<file path="config.mk">
export PLATFORM = sky130hd
export DESIGN_NAME = twowire_dtm_serial_flat
export DESIGN_NICKNAME = d
export VERILOG_FILES = /design/src/rtl/twowire_dtm_serial_if.sv /design/src/rtl/twowire_dtm_serial.sv /design/src/flat_wrapper.sv
export SDC_FILE = /design/constraint.sdc
export NUM_CORES = 1
export LEC_CHECK = 0
export BUFFER_PORTS_ARGS = -buffer_cell sky130_fd_sc_hd__buf_2
export CAP_MARGIN = 15
export CORE_ASPECT_RATIO = 1.5
export CORE_UTILIZATION = 48
export DETAILED_ROUTE_END_ITERATION = 7
export MAX_ROUTING_LAYER = met4
export PLACE_DENSITY = 0.75
export SKIP_CTS_REPAIR_TIMING = 1
export SYNTH_ARGS = -nofsm -noshare
export SYNTH_HDL_FRONTEND = slang
export SYNTH_SLANG_ARGS = --single-unit
export TNS_END_PERCENT = 5
</file>
<file path="constraint.sdc">
create_clock -name dck -period 1.8 [get_ports dck]
set_clock_uncertainty 0.05 [all_clocks]
set_input_delay 0.36 -clock dck [delete_from_list [all_inputs] [get_ports dck]]
set_output_delay 0.36 -clock dck [all_outputs]
set_load 0.03 [all_outputs]
</file>
<file path="src/rtl/twowire_dtm_serial_if.sv">
// Core-side serial interface between the two-wire line front-end and the DTM core.
// The front-end is the master and drives command/payload strobes; the core is the slave.
interface twowire_dtm_serial_if #(
    parameter int W_CMD = 4
);
    logic [3:0]       mdropaddr;
    logic             connected;
    logic [W_CMD-1:0] cmd;
    logic             cmd_vld;
    logic             cmd_payload_end;
    logic             disconnect_now;
    logic             serial_parity_err;
    logic             serial_wdata;
    logic             serial_wdata_vld;
    logic             serial_rdata;
    logic             serial_rdata_rdy;

    modport master (
        input  mdropaddr, cmd_payload_end, disconnect_now, serial_rdata,
        output connected, cmd, cmd_vld, serial_parity_err,
               serial_wdata, serial_wdata_vld, serial_rdata_rdy
    );

    modport slave (
        output mdropaddr, cmd_payload_end, disconnect_now, serial_rdata,
        input  connected, cmd, cmd_vld, serial_parity_err,
               serial_wdata, serial_wdata_vld, serial_rdata_rdy
    );
endinterface

</file>
<file path="src/rtl/twowire_dtm_serial.sv">
// Two-wire debug line front-end: connect/address detection, command framing with
// even parity, and bit-serial write/read payload streaming into the DTM core.
module twowire_dtm_serial #(
    parameter int                     W_CMD          = 4,
    parameter logic [7:0]             CONNECT_SEQ    = 8'ha7,
    parameter logic [(1<<W_CMD)-1:0]  WRITE_CMD_MASK = 16'h0228
) (
    input  logic                  dck,
    input  logic                  drst_n,
    input  logic                  di,
    output logic                  dout,
    output logic                  doe,
    twowire_dtm_serial_if.master  core
);
    localparam int CW = (W_CMD > 4) ? $clog2(W_CMD) : 2;

    typedef enum logic [3:0] {
        DISC, CADDR, IDLE, CMD, CPAR, ISSUE, WDATA, WPAR, RDATA, RPAR, RTURN
    } state_t;

    state_t           state, state_nxt;
    logic [7:0]       sreg;
    logic [7:0]       sreg_nxt;
    logic [CW-1:0]    cnt;
    logic [W_CMD-1:0] cmd_q;
    logic             par_acc;
    logic             perr_q;

    assign sreg_nxt = {sreg[6:0], di};

    always_ff @(posedge dck or negedge drst_n) begin
        if (!drst_n) state <= DISC;
        else         state <= state_nxt;
    end

    // Payload length belongs to the core: only cmd_payload_end ends a data phase.
    always_comb begin
        state_nxt = state;
        case (state)
            DISC:  if (sreg_nxt == CONNECT_SEQ) state_nxt = CADDR;
            CADDR: if (cnt == '0) state_nxt = ({sreg[2:0], di} == core.mdropaddr) ? IDLE : DISC;
            IDLE:  if (!di) state_nxt = CMD;
            CMD:   if (cnt == '0) state_nxt = CPAR;
            CPAR:  state_nxt = (di != ^cmd_q) ? IDLE : ISSUE;
            ISSUE: begin
                if (core.disconnect_now)       state_nxt = DISC;
                else if (WRITE_CMD_MASK[cmd_q]) state_nxt = WDATA;
                else                            state_nxt = RDATA;
            end
            WDATA: if (core.cmd_payload_end) state_nxt = WPAR;
            WPAR:  state_nxt = IDLE;
            RDATA: if (core.cmd_payload_end) state_nxt = RPAR;
            RPAR:  state_nxt = RTURN;
            RTURN: state_nxt = IDLE;
            default: state_nxt = DISC;
        endcase
    end

    always_comb begin
        core.connected        = 1'b1;
        core.cmd_vld          = 1'b0;
        core.serial_wdata_vld = 1'b0;
        core.serial_rdata_rdy = 1'b0;
        doe                   = 1'b0;
        dout                  = 1'b1;
        case (state)
            DISC, CADDR: core.connected = 1'b0;
            ISSUE:       core.cmd_vld = 1'b1;
            WDATA:       core.serial_wdata_vld = 1'b1;
            RDATA: begin
                doe                   = 1'b1;
                dout                  = core.serial_rdata;
                core.serial_rdata_rdy = 1'b1;
            end
            RPAR: begin
                doe  = 1'b1;
                dout = par_acc;
            end
            default: ;
        endcase
    end

    assign core.serial_wdata      = di;
    assign core.cmd               = cmd_q;
    assign core.serial_parity_err = perr_q;

    // Shift register, bit counter, command and payload parity; sreg is cleared
    // whenever the link falls back so a fresh connect pattern is always required.
    always_ff @(posedge dck or negedge drst_n) begin
        if (!drst_n) begin
            sreg    <= '0;
            cnt     <= '0;
            cmd_q   <= '0;
            par_acc <= 1'b0;
            perr_q  <= 1'b0;
        end else begin
            perr_q <= ((state == CPAR) && (di != ^cmd_q)) ||
                      ((state == WPAR) && (di != par_acc));
            case (state)
                DISC: begin
                    sreg <= sreg_nxt;
                    cnt  <= CW'(3);
                end
                CADDR: begin
                    sreg <= (cnt == '0) ? '0 : sreg_nxt;
                    cnt  <= cnt - CW'(1);
                end
                IDLE: cnt <= CW'(W_CMD - 1);
                CMD: begin
                    cmd_q <= {cmd_q[W_CMD-2:0], di};
                    cnt   <= cnt - CW'(1);
                end
                ISSUE: begin
                    par_acc <= 1'b0;
                    if (core.disconnect_now) sreg <= '0;
                end
                WDATA:   par_acc <= par_acc ^ di;
                RDATA:   par_acc <= par_acc ^ core.serial_rdata;
                default: ;
            endcase
        end
    end
endmodule

</file>
<file path="src/flat_wrapper.sv">
// flat-port wrapper written by rule: the top's interface ports become plain ports
module twowire_dtm_serial_flat 
#(
    parameter int                     W_CMD          = 4,
    parameter logic [7:0]             CONNECT_SEQ    = 8'ha7,
    parameter logic [(1<<W_CMD)-1:0]  WRITE_CMD_MASK = 16'h0228
)
  (dck, drst_n, di, dout, doe, core_mdropaddr, core_cmd_payload_end, core_disconnect_now, core_serial_rdata, core_connected, core_cmd, core_cmd_vld, core_serial_parity_err, core_serial_wdata, core_serial_wdata_vld, core_serial_rdata_rdy);
  twowire_dtm_serial_if #(.W_CMD(W_CMD)) core_i ();
  input  logic dck;
  input  logic drst_n;
  input  logic di;
  output logic dout;
  output logic doe;
  input wire logic [$bits(core_i.mdropaddr)-1:0] core_mdropaddr;
  input wire logic [$bits(core_i.cmd_payload_end)-1:0] core_cmd_payload_end;
  input wire logic [$bits(core_i.disconnect_now)-1:0] core_disconnect_now;
  input wire logic [$bits(core_i.serial_rdata)-1:0] core_serial_rdata;
  output wire logic [$bits(core_i.connected)-1:0] core_connected;
  output wire logic [$bits(core_i.cmd)-1:0] core_cmd;
  output wire logic [$bits(core_i.cmd_vld)-1:0] core_cmd_vld;
  output wire logic [$bits(core_i.serial_parity_err)-1:0] core_serial_parity_err;
  output wire logic [$bits(core_i.serial_wdata)-1:0] core_serial_wdata;
  output wire logic [$bits(core_i.serial_wdata_vld)-1:0] core_serial_wdata_vld;
  output wire logic [$bits(core_i.serial_rdata_rdy)-1:0] core_serial_rdata_rdy;
  assign core_i.mdropaddr = core_mdropaddr;
  assign core_i.cmd_payload_end = core_cmd_payload_end;
  assign core_i.disconnect_now = core_disconnect_now;
  assign core_i.serial_rdata = core_serial_rdata;
  assign core_connected = core_i.connected;
  assign core_cmd = core_i.cmd;
  assign core_cmd_vld = core_i.cmd_vld;
  assign core_serial_parity_err = core_i.serial_parity_err;
  assign core_serial_wdata = core_i.serial_wdata;
  assign core_serial_wdata_vld = core_i.serial_wdata_vld;
  assign core_serial_rdata_rdy = core_i.serial_rdata_rdy;
  twowire_dtm_serial #(.W_CMD(W_CMD), .CONNECT_SEQ(CONNECT_SEQ), .WRITE_CMD_MASK(WRITE_CMD_MASK)) u_core (.dck(dck), .drst_n(drst_n), .di(di), .dout(dout), .doe(doe), .core(core_i));
endmodule
</file>
# [Word-level counts from Yosys, hierarchy flattened]
# Memory sizes are Yosys's and may differ from the RTL's.
# Index checks and enable logic that the tools add are counted.
[op_classes] addsub=1 n_lt_le_gt_ge=1 n_eq_ne=21 mux=23 bitwise_logic=2 n_reduce_logical=16
[op_table] operator="$pmux 4 s10" n=1
[op_table] operator="$mux 4" n=8
[op_table] operator="$pmux 7 s3" n=1
[op_table] operator="$eq 4x3->1 const B" n=4
[op_table] operator="$mux 7" n=2
[op_table] operator="$eq 4x4->1 const B" n=3
[op_table] operator="$reduce_or 2->1" n=5
[op_table] operator="$eq 4x2->1 const B" n=2
[op_table] operator="$eq 8x8->1 const B" n=1
[op_table] operator="$ne 2x2->1 const B" n=4
[op_table] operator="$mux 1" n=6
[op_table] operator="$ne 2x1->1 const B" n=3
[op_table] operator="$reduce_and 6->1" n=1
[op_table] operator="$reduce_bool 3->1" n=2
[op_table] operator="$lt 4x5->1 const B" n=1
[op_table] operator="$eq 4x1->1 const B" n=1
[op_table] operator="$eq 4x4->1" n=1
[op_table] operator="$logic_not 4->1" n=1
[op_table] operator="$pmux 2 s2" n=1
[op_table] operator="$reduce_xor 4->1" n=1
[op_table] operator="$mux 3" n=1
[op_table] operator="$pmux 1 s3" n=1
[op_table] operator="$logic_and 1x1->1" n=2
[op_table] operator="$logic_not 2->1" n=1
[op_table] operator="other kinds (8)" n=10
[totals] regBits=19 rom_bits=16 input_bits=10 out_inout_bits=12 word_cells=71 memories=1
[mem_list] memory="(name not given)" words=16 word_bits=1 read_ports=1 rd_clocked_by_memory_dff=0 write_ports=0 line="twowire_dtm_serial.sv:47" rtl="else if (WRITE_CMD_MASK[cmd_q]) state_nxt = WDATA;"

# [Logic depth before layout (Yosys ltp)]
# Gate-level depths: netlist (run 1).
[logic_depth] ltp_word=5 depth_mapped=7 ltp_nobuf=7

# [Worst setup path after synthesis (run 1)]
# No wires, ideal clock.
[synth_timing] path_type="reg-to-reg" from="register u_core.cmd_q[1], in the netlist u_core.core.cmd[1]" to="register u_core.state[2]" setup_ns=0.077 t_arrival_ns=1.767 required_ns=1.673 path_slack_ns=-0.094 stages_incl_launch_ff=8 path_buffers=0 period_less_slack_ns=1.894 path_cell_list="dfrtp_1 -> inv_1 -> ha_1 -> xnor2_1 -> xnor2_1 -> nor2_1 -> or3b_1 -> a21oi_1"
[synth_between] elab_chain_len=5 word_cells_on_any_way=8 cone_classes="eq/ne: 1; mux: 5; reduce/logical: 1; memory: 1"
[synth_rtl] element="start: declaration" line="twowire_dtm_serial.sv:25" rtl="logic [W_CMD-1:0] cmd_q;"
[synth_rtl] element="start signal: assignment" line="twowire_dtm_serial.sv:110" rtl="cmd_q <= {cmd_q[W_CMD-2:0], di};"
[synth_rtl] element="$mem_v2 16x1"
[synth_rtl] element="$mux 1 (not written as such)" line="twowire_dtm_serial.sv:47"
[synth_rtl] element="$mux 4" line="twowire_dtm_serial.sv:47"
[synth_rtl] element="$mux 4" line="twowire_dtm_serial.sv:46" rtl="if (core.disconnect_now) state_nxt = DISC;"
[synth_rtl] element="$pmux 4 s10 (*)" line="twowire_dtm_serial.sv:39" rtl="case (state)"
[synth_rtl] element="end signal: assignment" line="twowire_dtm_serial.sv:33" rtl="else state <= state_nxt;"
[synth_rtl] element="end: declaration" line="twowire_dtm_serial.sv:21" rtl="state_t state, state_nxt;"
# Mark *: on every way between the ends. The rest lies on a longest branch, timed or not. The select of a mux whose other input is x is not followed.
# A chain may end at the register's enable or synchronous reset.

# [Worst setup path after layout (run 1)]
[layout_timing] from="register u_core.state[2]" to="output port doe"
[layout_between] elab_chain_len=3 word_cells_on_any_way=4 cone_classes="eq/ne: 2; mux: 1; reduce/logical: 1"
[layout_rtl] element="$eq 4x4->1" line="twowire_dtm_serial.sv:66" rtl="case (state)"
[layout_rtl] element="$reduce_or 2->1 (no line) (*)"
[layout_rtl] element="$mux 1 (*)" line="twowire_dtm_serial.sv:66"
[layout_rtl] element="end: declaration" line="flat_wrapper.sv:14" rtl="output logic doe;"
# Mark *: on every way between the ends. The rest lies on a longest branch, timed or not.

==> impl_results.md, run 1 <==
* Commonest cells post-synth: 19 x dfrtp_1, 9 x a22o_1, 9 x nor2_1, 7 x nand2_1, 6 x xor2_1
* Clk slew on worst S/H paths at ~100 ps
* Yosys warns at 0
* Post-synth net total at around 120
* Vias in the first global route at 911
* Critical path fanouts, max at 7
* RSZ-0062 raised after global routing: true
* Least-Margin Pin Slew at 440.9 ps
* Worst setup startpoint: u_core.state[2]
* CP cell instances: or3b_4, inv_2, clkbuf_4
* Power Density at 1813 mW/mm^2
* IO Pins at 22
* CTS tree: yes
* Post-route minimum period at 1898 ps
* HPWL Detailed at 1705 um
* HP Class: in -> reg
* Post-DR vias/cell at 5.812
* Post-synth ARST share at 100.0%
* Mapped Area at between 0.001 and 0.0015 mm^2
* Total power at 2.636 mW
* Die width at 42.09 um
* Crit path kind: reg -> out
* Clk Latency, worst-skew pair at 300 ps
* DRC violations left at 0
* Worst setup margin at -98.40 ps
* Worst setup SP type: flip-flop
* Sequential share of the synthesized area at 41.08%
* Status: finished with violations
* Nets at 161
* Fin crit share at 105.5%
* # fillers at approximately 190
* Worst path required time at 1390 ps
* Drt wl/cell at 16.20 um
* Drt first pass iters at 4
* Failing checks: setup timing
* Pleak at 0.7188 nW
* All-Layer GR Usage at 20.61%
* Post-synth cell types at 41
* Cells after synthesis at 110
* # setup viols final at 7
* Hold path cells at 4
* Area grow syn2layout at 25.62%
* Clk buf depth at 2
* Synth top area cells: dfrtp_1 41%, a22o_1 6.8%, xor2_1 4.5%, mux2_2 3.9%, a211oi_2 3.2%
* Highest Clock Rate at 526.8 MHz
* Mean Syn Cell Area at ~11 um^2
* Ys flop type: dfrtp_1
* Number of CTS-inserted buffers at 3
* Largest net degree at the start of global routing at 20
* Core area at approximately 0.0023 mm^2
* Initial DRC count at 27
* Critical Path AT at around 1500 ps
* Worst path max stage delay at approximately 480 ps
* Peak VDD IR at 0.001019 V
* EDFF count, synth at 0
* Layout cell share with drive strength beyond 1 at between 40 and 50%
* Critical-path cell with the highest stage delay: dfrtp_2
* Dominant cell by count in the synthesized netlist: dfrtp_1
* Via count at 988
* Diode count at 0
* RePlAce Congestion at approximately 0.76
* Die footprint at 0.002615 mm^2
* Multi-input gate area at 616.8 um^2
* Site row count at 21
* H-tree depth at 1
* Reg2Reg Depth at 7
* Antenna violations before repair at 0
* Worst Path Buf+Inv at 2
* Hold_sp: core_disconnect_now
* Crit. End Element: output port
* Clock sink total at 19
* Critical Path Stages at 3
* Die Y at around 62 um
* Slew HR at 70.61%
* GRT overflow at 0
* Final ANT Viol Nets at 0
* First-pass GRT wire length at 4043 um
* Synth area leader: dfrtp_1
* Cell family contributing the most delay on the critical path: flip-flops
* Final Routed Wirelength at 2754 um
* Reg-to-reg slack, setup at -40 ps
* Number of port buffers at 21
* Initial Utilization at just over 50%
* Count of final max-slew check failures at 0
* Register area at 481.7 um^2
* Root Buffer Master: clkbuf_4
* Post-synth top area share at 41.08%
* #FFs+latches synth at 19
* MaxCap Viol Count at 0
* RR Startpoint: u_core.core.cmd[1]
* Fin. Hold Viols at 0
* Post-layout util at 64.34%
==> cells by family (layout without fill, tap and decap cells) <==
family | after synthesis | after routing | synth area share, %
adder cells (fa/ha/maj) | 3 | 3 | 3.244
AO/OA/AOI/OAI | 30 | 30 | 21.08
XOR/XNOR | 9 | 9 | 6.811
buffers and inverters | 13 | 50 | 7.242
flip-flops | 19 | 19 | 41.08
AND/OR/NAND/NOR | 30 | 30 | 14.92
multiplexers | 6 | 6 | 5.621
==> cells in the final DEF (no fill, tap or decap), drive strengths merged, types with 2 or more instances in the layout <==
master / synthesis / final
clkbuf: 2 / 5
mux2i: 2 / 2
a22o: 9 / 9
a21oi: 3 / 3
inv: 5 / 5
mux2: 4 / 4
or3b: 2 / 2
o21ai: 6 / 6
a31oi: 2 / 2
dfrtp: 19 / 19
ha: 3 / 3
xor2: 6 / 6
nand2: 7 / 7
buf: 6 / 39
nor2: 9 / 9
xnor2: 3 / 3
o211ai: 2 / 2
and4b: 2 / 2
a211oi: 3 / 3
==> final timing paths <==
path,endpoint
worst max-delay path,doe
worst min-delay path,u_core.state[3]
worst max register to register,u_core.state[2]
worst min register to register,u_core.sreg[6]
max in group asynchronous,u_core.core.cmd[0]
min in group asynchronous,u_core.sreg[3]
==> through the flow <==
step	hold WS, ps	setup WS (ps)	cells	TNS [ps]	instance area, um^2
2_1_floorplan	14.41	1.020	110	0	1160
3_3_place_gp	267.6	67.92	152	0	1274
4_1_cts	-59.62	-216.6	156	-888.9	1300
5_1_grt	353.7	-147.3	170	-813.8	1454
6_report	357.7	-98.40	170	-422.3	1454
3_5_place_dp	277.0	10.37	152	0	1274
==> final cells by class <==
type / count / share of cell area, %
clock buffers: 4 / 1.807
inverters: 5 / 1.291
multi-input cells: 78 / 42.43
flip-flops and latches: 19 / 33.13
well taps: 23 / 1.979
repair buffers: 41 / 19.36
==> flip-flops by register name, summed over array words and instances, names as in the netlist <==
signal,cells
u_core.sreg,7
u_core.core.cmd,4
u_core.state,4
u_core.cnt,2
u_core.core.serial_parity_err,1
u_core.par_acc,1
==> tightest hold or removal path: stages <==
cell and delay [ps]:
buf_2 90, inv_1 80, nand2_1 70, o21ai_0 70
==> power breakdown <==
part           switching, mW  internal, mW  leakage [nW]
Clock                  0.133        0.0865        0.0150
Combinational          0.862         0.780         0.470
Sequential             0.172         0.603         0.234
Total                   1.17          1.47         0.719
==> metal layers <==
metal,share of wire (%),vias up,wire (um),global-route usage [%]
met4,3.3,0,90,10.55
met1,41,475,1131,24.28
met2,52,31,1434,33.79
li1,-,472,-,-
met5,0,-,0,-
met3,3.5,10,97,2.907
Note: power is estimated with default switching activity, not from simulation.
==> run 2: changes to the inputs <==
--- a/config.mk
+++ b/config.mk
@@ -5,13 +5,14 @@
 export SDC_FILE = /design/constraint.sdc
 export NUM_CORES = 1
 export LEC_CHECK = 0
+export ABC_AREA = 0
 export BUFFER_PORTS_ARGS = -buffer_cell sky130_fd_sc_hd__buf_2
 export CAP_MARGIN = 15
 export CORE_ASPECT_RATIO = 1.5
-export CORE_UTILIZATION = 48
+export CORE_UTILIZATION = 58
 export DETAILED_ROUTE_END_ITERATION = 7
 export MAX_ROUTING_LAYER = met4
-export PLACE_DENSITY = 0.75
+export PLACE_DENSITY = 0.85
 export SKIP_CTS_REPAIR_TIMING = 1
 export SYNTH_ARGS = -nofsm -noshare
 export SYNTH_HDL_FRONTEND = slang
==> constraint.sdc (replaced) <==
create_clock -name dck -period 2.38 [get_ports dck]
set_clock_uncertainty 0.05 [all_clocks]
set_input_delay 0.476 -clock dck [delete_from_list [all_inputs] [get_ports dck]]
set_output_delay 0.476 -clock dck [all_outputs]
set_load 0.03 [all_outputs]
==> run 2 against run 1 <==
  * The flow now finishes without violations
  * Core utilization up 3.5 points
  * Clock power down 24%
  * Worst setup slack better by 300 ps
  * Sequential share of layout area up 4.7 points
  * Design area down 14%
  * Critical path type unchanged
  * Largest cell class unchanged
==> impl_results.md, run 2 (synthesis results as in run 1) <==
* Status: complete, no violations
* Post-DR vias/cell at 5.846
* Critical-path cell with the highest stage delay: dfrtp_1
* Layout cell share with drive strength beyond 1 at 31.25%
* Number of flip-flops in the largest register at 7
* Highest Clock Rate at between 400 and 500 MHz
* Die width at 38.48 um
* Met3 WL at 78 um
* CTS tree: yes
* Critical path fanouts, max at 12
* Clock sink total at 19
* Final ANT Viol Nets at 0
* Fin. Hold Viols at 0
* Initial DRC count at 14
* Worst setup margin at 205.8 ps
* Core area at 0.001854 mm^2
* Antenna violations before repair at 0
* RSZ-0062 raised after global routing: false
* Initial Utilization at 62.42%
* Root Buffer Master: clkbuf_4
* Crit path kind: reg -> out
* Die footprint at 0.002182 mm^2
* Die Y at 56.71 um
* Top reg by flops: u_core.sreg
* Count of final max-slew check failures at 0
* Vias in the first global route at 836
* Diode count at 0
* Met1 wire length at 939 um
* Drt first pass iters at 4
* Reg-to-reg slack, setup at 510 ps
* Highest Signal Layer: met4
* Drt wl/cell at between 10 and 15 um
* RePlAce Congestion at slightly below 0.9
* Slew HR at between 60% and 70%
* Nets at 142
* Number of port buffers at 21
* Critical Path AT at 1650 ps
* Worst path max stage delay at 570 ps
* Number of CTS-inserted buffers at 3
* Final Routed Wirelength at between 2000 and 2500 um
* HPWL Detailed at 1545 um
* Highest-count cells in the layout ignoring fill and taps: 21 x buf_2, 19 x dfrtp_1, 9 x nor2_1, 9 x a22o_1, 7 x nand2_1
* Clk slew on worst S/H paths at 110 ps
* Post-layout util at 67.81%
* HP Class: in -> async
* Least-Margin Pin Slew at between 500 and 600 ps
* GRT overflow at 0
* Clk buf depth at 2
* Met2 wire len at roughly 1100 um
* MaxCap Viol Count at 0
* Worst setup SP type: flip-flop
* Worst path required time at 1850 ps
* Clk Latency, worst-skew pair at 300 ps
* Fin crit share at between 90% and 100%
* Largest net degree at the start of global routing at 20
* First-pass GRT wire length at 3657 um
* Via count at approximately 870
* Crit. End Element: output port
* Site row count at 19
* Power Density at 1374 mW/mm^2
* DRC violations left at 0
* H-tree depth at 1
* # setup viols final at 0
* Pleak at ~0.63 nW
* Post-route minimum period at 2174 ps
* CP cell instances: or2b_2, nor2_1, buf_2
* Peak VDD IR at 0.0008857 V
* IO Pins at 22
* All-Layer GR Usage at 24.40%
* Worst slack, placed at 519.4 ps
* Most common cell after layout, fill and taps aside: buf_2
* Setup tns final at 0 ps
* Area grow syn2layout at 8.649%
==> run 2: changes by cell type in the layout (fill, tap and decap cells not counted), moves of 2 or more <==
| cell | before | now |
|---|---|---|
| buf_4 | 20 | 1 |
| buf_2 | 16 | 21 |
| dfrtp_1 | 14 | 19 |
| dfrtp_2 | 5 | 0 |
| buf_6 | 3 | 0 |
| inv_1 | 3 | 5 |
| inv_2 | 2 | 0 |
==> run 2: through the flow <==
stage          cells  instance area, um^2  hold slack (ps)  power [mW]
2_1_floorplan    110                 1157            130.4       1.392
3_3_place_gp     145                 1231            383.1       1.532
3_5_place_dp     145                 1231            394.8       1.564
4_1_cts          149                 1257            63.26       1.730
5_1_grt          149                 1257            75.54       1.865
6_report         149                 1257            38.84       1.727
==> run 2: layout make-up <==
type | count | area [um^2]
well taps | 21 | 26.28
multi-input cells | 78 | 598.1
inverters | 5 | 18.77
flip-flops and latches | 19 | 475.5
repair buffers | 22 | 112.6
fillers | 145 | 596.8
clock buffers | 4 | 26.28
==> run 2: worst paths after layout <==
path	startpoint	end	cells after the start
min in group dck	core_disconnect_now	u_core.state[3]	4
setup reg to reg	u_core.core.cmd[1]	u_core.state[2]	7
hold reg to reg	u_core.sreg[4]	u_core.sreg[5]	1
max in group asynchronous	drst_n	u_core.sreg[0]	1
hold / removal	drst_n	u_core.state[1]	1
setup / recovery	u_core.state[2]	core_cmd_vld	3
==> run 2: layer usage <==
metal	track usage, %	vias to the layer above
li1	-	434
met1	30.18	414
met2	38.01	19
met3	3.557	4
met4	11.82	0
met5	-	-
==> run 2: worst max-delay path: cells and delay by family (launching register included) <==
kind | cells | cell delay [ps]
flip-flops | 1 | 570
AND/OR/NAND/NOR | 2 | 550
buffers and inverters | 1 | 220
==> run 2: power breakdown <==
group / internal, mW / total [mW] / switching, mW
logic: 0.422 / 0.939 / 0.518
clock network: 0.0654 / 0.167 / 0.102
registers: 0.449 / 0.621 / 0.172
total: 0.936 / 1.73 / 0.791
==> run 3: changes to the inputs <==
--- a/config.mk
+++ b/config.mk
@@ -5,14 +5,13 @@
 export SDC_FILE = /design/constraint.sdc
 export NUM_CORES = 1
 export LEC_CHECK = 0
-export ABC_AREA = 0
 export BUFFER_PORTS_ARGS = -buffer_cell sky130_fd_sc_hd__buf_2
 export CAP_MARGIN = 15
 export CORE_ASPECT_RATIO = 1.5
-export CORE_UTILIZATION = 58
+export CORE_UTILIZATION = 55
 export DETAILED_ROUTE_END_ITERATION = 7
 export MAX_ROUTING_LAYER = met4
-export PLACE_DENSITY = 0.85
+export PLACE_DENSITY = 0.81
 export SKIP_CTS_REPAIR_TIMING = 1
 export SYNTH_ARGS = -nofsm -noshare
 export SYNTH_HDL_FRONTEND = slang
==> run 3 against run 2 <==
  * Worst setup slack got worse by 25 ps
  * Combinational power rose by 2%
  * Register-to-register slack got worse by 50 ps
  * Critical path depth did not move
  * Largest power group unchanged
  * Highest routed layer unchanged
  * Critical endpoint unchanged
==> impl_results.md, run 3 (synthesis results as in run 1) <==
* Status: complete, no violations
* Vias in the first global route at 941
* Critical Path AT at around 1700 ps
* Post-DR vias/cell at 6.040
* Count of final max-slew check failures at 0
* Number of CTS-inserted buffers at 3
* HPWL Detailed at around 1700 um
* Pleak at 0.6271 nW
* Critical path fanouts, max at 12
* Clock sink total at 19
* IO Pins at 22
* Setup tns final at 0 ps
* Worst setup SP type: flip-flop
* Initial Utilization at 57.81%
* RSZ-0062 raised after global routing: false
* Clk Latency, worst-skew pair at 290 ps
* Worst path required time at roughly 1900 ps
* Root Buffer Master: clkbuf_4
* Die Y at 58.18 um
* Largest net degree at the start of global routing at 20
* GRT overflow at 0
* Area grow syn2layout at 8.757%
* Via count at 906
* Highest-count cells in the layout ignoring fill and taps: 21 x buf_2, 19 x dfrtp_1, 9 x nor2_1, 9 x a22o_1, 7 x nand2_1
* Post-layout util at between 60 and 70%
* Post-route minimum period at 2199 ps
* Final Routed Wirelength at 2311 um
* Fin crit share at 92.41%
* DRC violations left at 0
* Drt wl/cell at around 15 um
* Highest Clock Rate at 454.7 MHz
* CTS tree: yes
* All-Layer GR Usage at 25.87%
* # setup viols final at 0
* Die footprint at 0.002295 mm^2
* Slew HR at between 60% and 70%
* HP Class: in -> async
* MaxCap Viol Count at 0
* Top reg by flops: u_core.sreg
* Number of port buffers at 21
* RePlAce Congestion at 0.8464
* Crit path kind: reg -> out
* Most common cell after layout, fill and taps aside: buf_2
* Least-Margin Pin Slew at 586.0 ps
* # fillers at 185
* Clk buf depth at 2
* Core area at roughly 0.0020 mm^2
* Diode count at 0
* Site row count at 20
* First-pass GRT wire length at roughly 4000 um
* Antenna violations before repair at 0
* Clk slew on worst S/H paths at roughly 110 ps
* Crit. End Element: output port
* Number of flip-flops in the largest register at 7
* Power Density at 1387 mW/mm^2
* Peak VDD IR at 0.0007368 V
* Layout cell share with drive strength beyond 1 at between 30 and 40%
* Initial DRC count at 29
* Die width at 39.46 um
* H-tree depth at 1
* Final ANT Viol Nets at 0
* Drt first pass iters at 4
* Nets at 142
* Fin. Hold Viols at 0
## run 3: through the flow
step | std cells | area, um^2 | setup WS [ps] | power (mW) | hold WS (ps)
3_5_place_dp | 146 | 1232 | 505.0 | 1.582 | 387.3
2_1_floorplan | 110 | 1157 | 485.9 | 1.392 | 130.4
4_1_cts | 150 | 1259 | 201.4 | 1.753 | 65.99
3_3_place_gp | 146 | 1232 | 579.1 | 1.533 | 380.4
5_1_grt | 150 | 1259 | 87.63 | 1.891 | 75.01
6_report | 150 | 1259 | 180.6 | 1.746 | 60.07
## run 3: critical path, stage by stage (launching register included)
cell	delay [ps]
dfrtp_1	580
or2b_2	390
nor2_1	190
buf_2	230
## run 3: worst paths after layout
check                      slack [ps]  cells after the start                 from            endpoint
max                               180                      3      u_core.state[2]        core_cmd_vld
min                                60                      1               drst_n       u_core.cnt[0]
max reg2reg                       460                      7   u_core.core.cmd[1]     u_core.state[1]
min reg2reg                       480                      1       u_core.sreg[6]      u_core.sreg[6]
max in group asynchronous        1910                      1               drst_n  u_core.core.cmd[1]
min in group dck                  430                      4  core_disconnect_now     u_core.state[3]
## run 3: routing by layer
layer	vias to the layer above	routed length (um)	GRT usage, %
li1	429	-	-
met1	439	927	32.58
met2	32	1245	39.11
met3	6	85	3.831
met4	0	53	13.30
met5	-	0	-
## run 3: report_power, final
group / switching [mW] / internal [mW]
Combinational: 0.536 / 0.423
Sequential: 0.175 / 0.449
Clock: 0.0990 / 0.0651
Total: 0.810 / 0.936
## run 3: cell type report
type                       count  area, um^2  area share (%)
sequential                    19       475.5           37.77
timing repair buffer          22       112.6           8.946
inverter                       5       18.77           1.491
multi-input combinational     78       598.1           47.51
clock buffer                   4       26.28           2.087
tap                           22       27.53           2.187
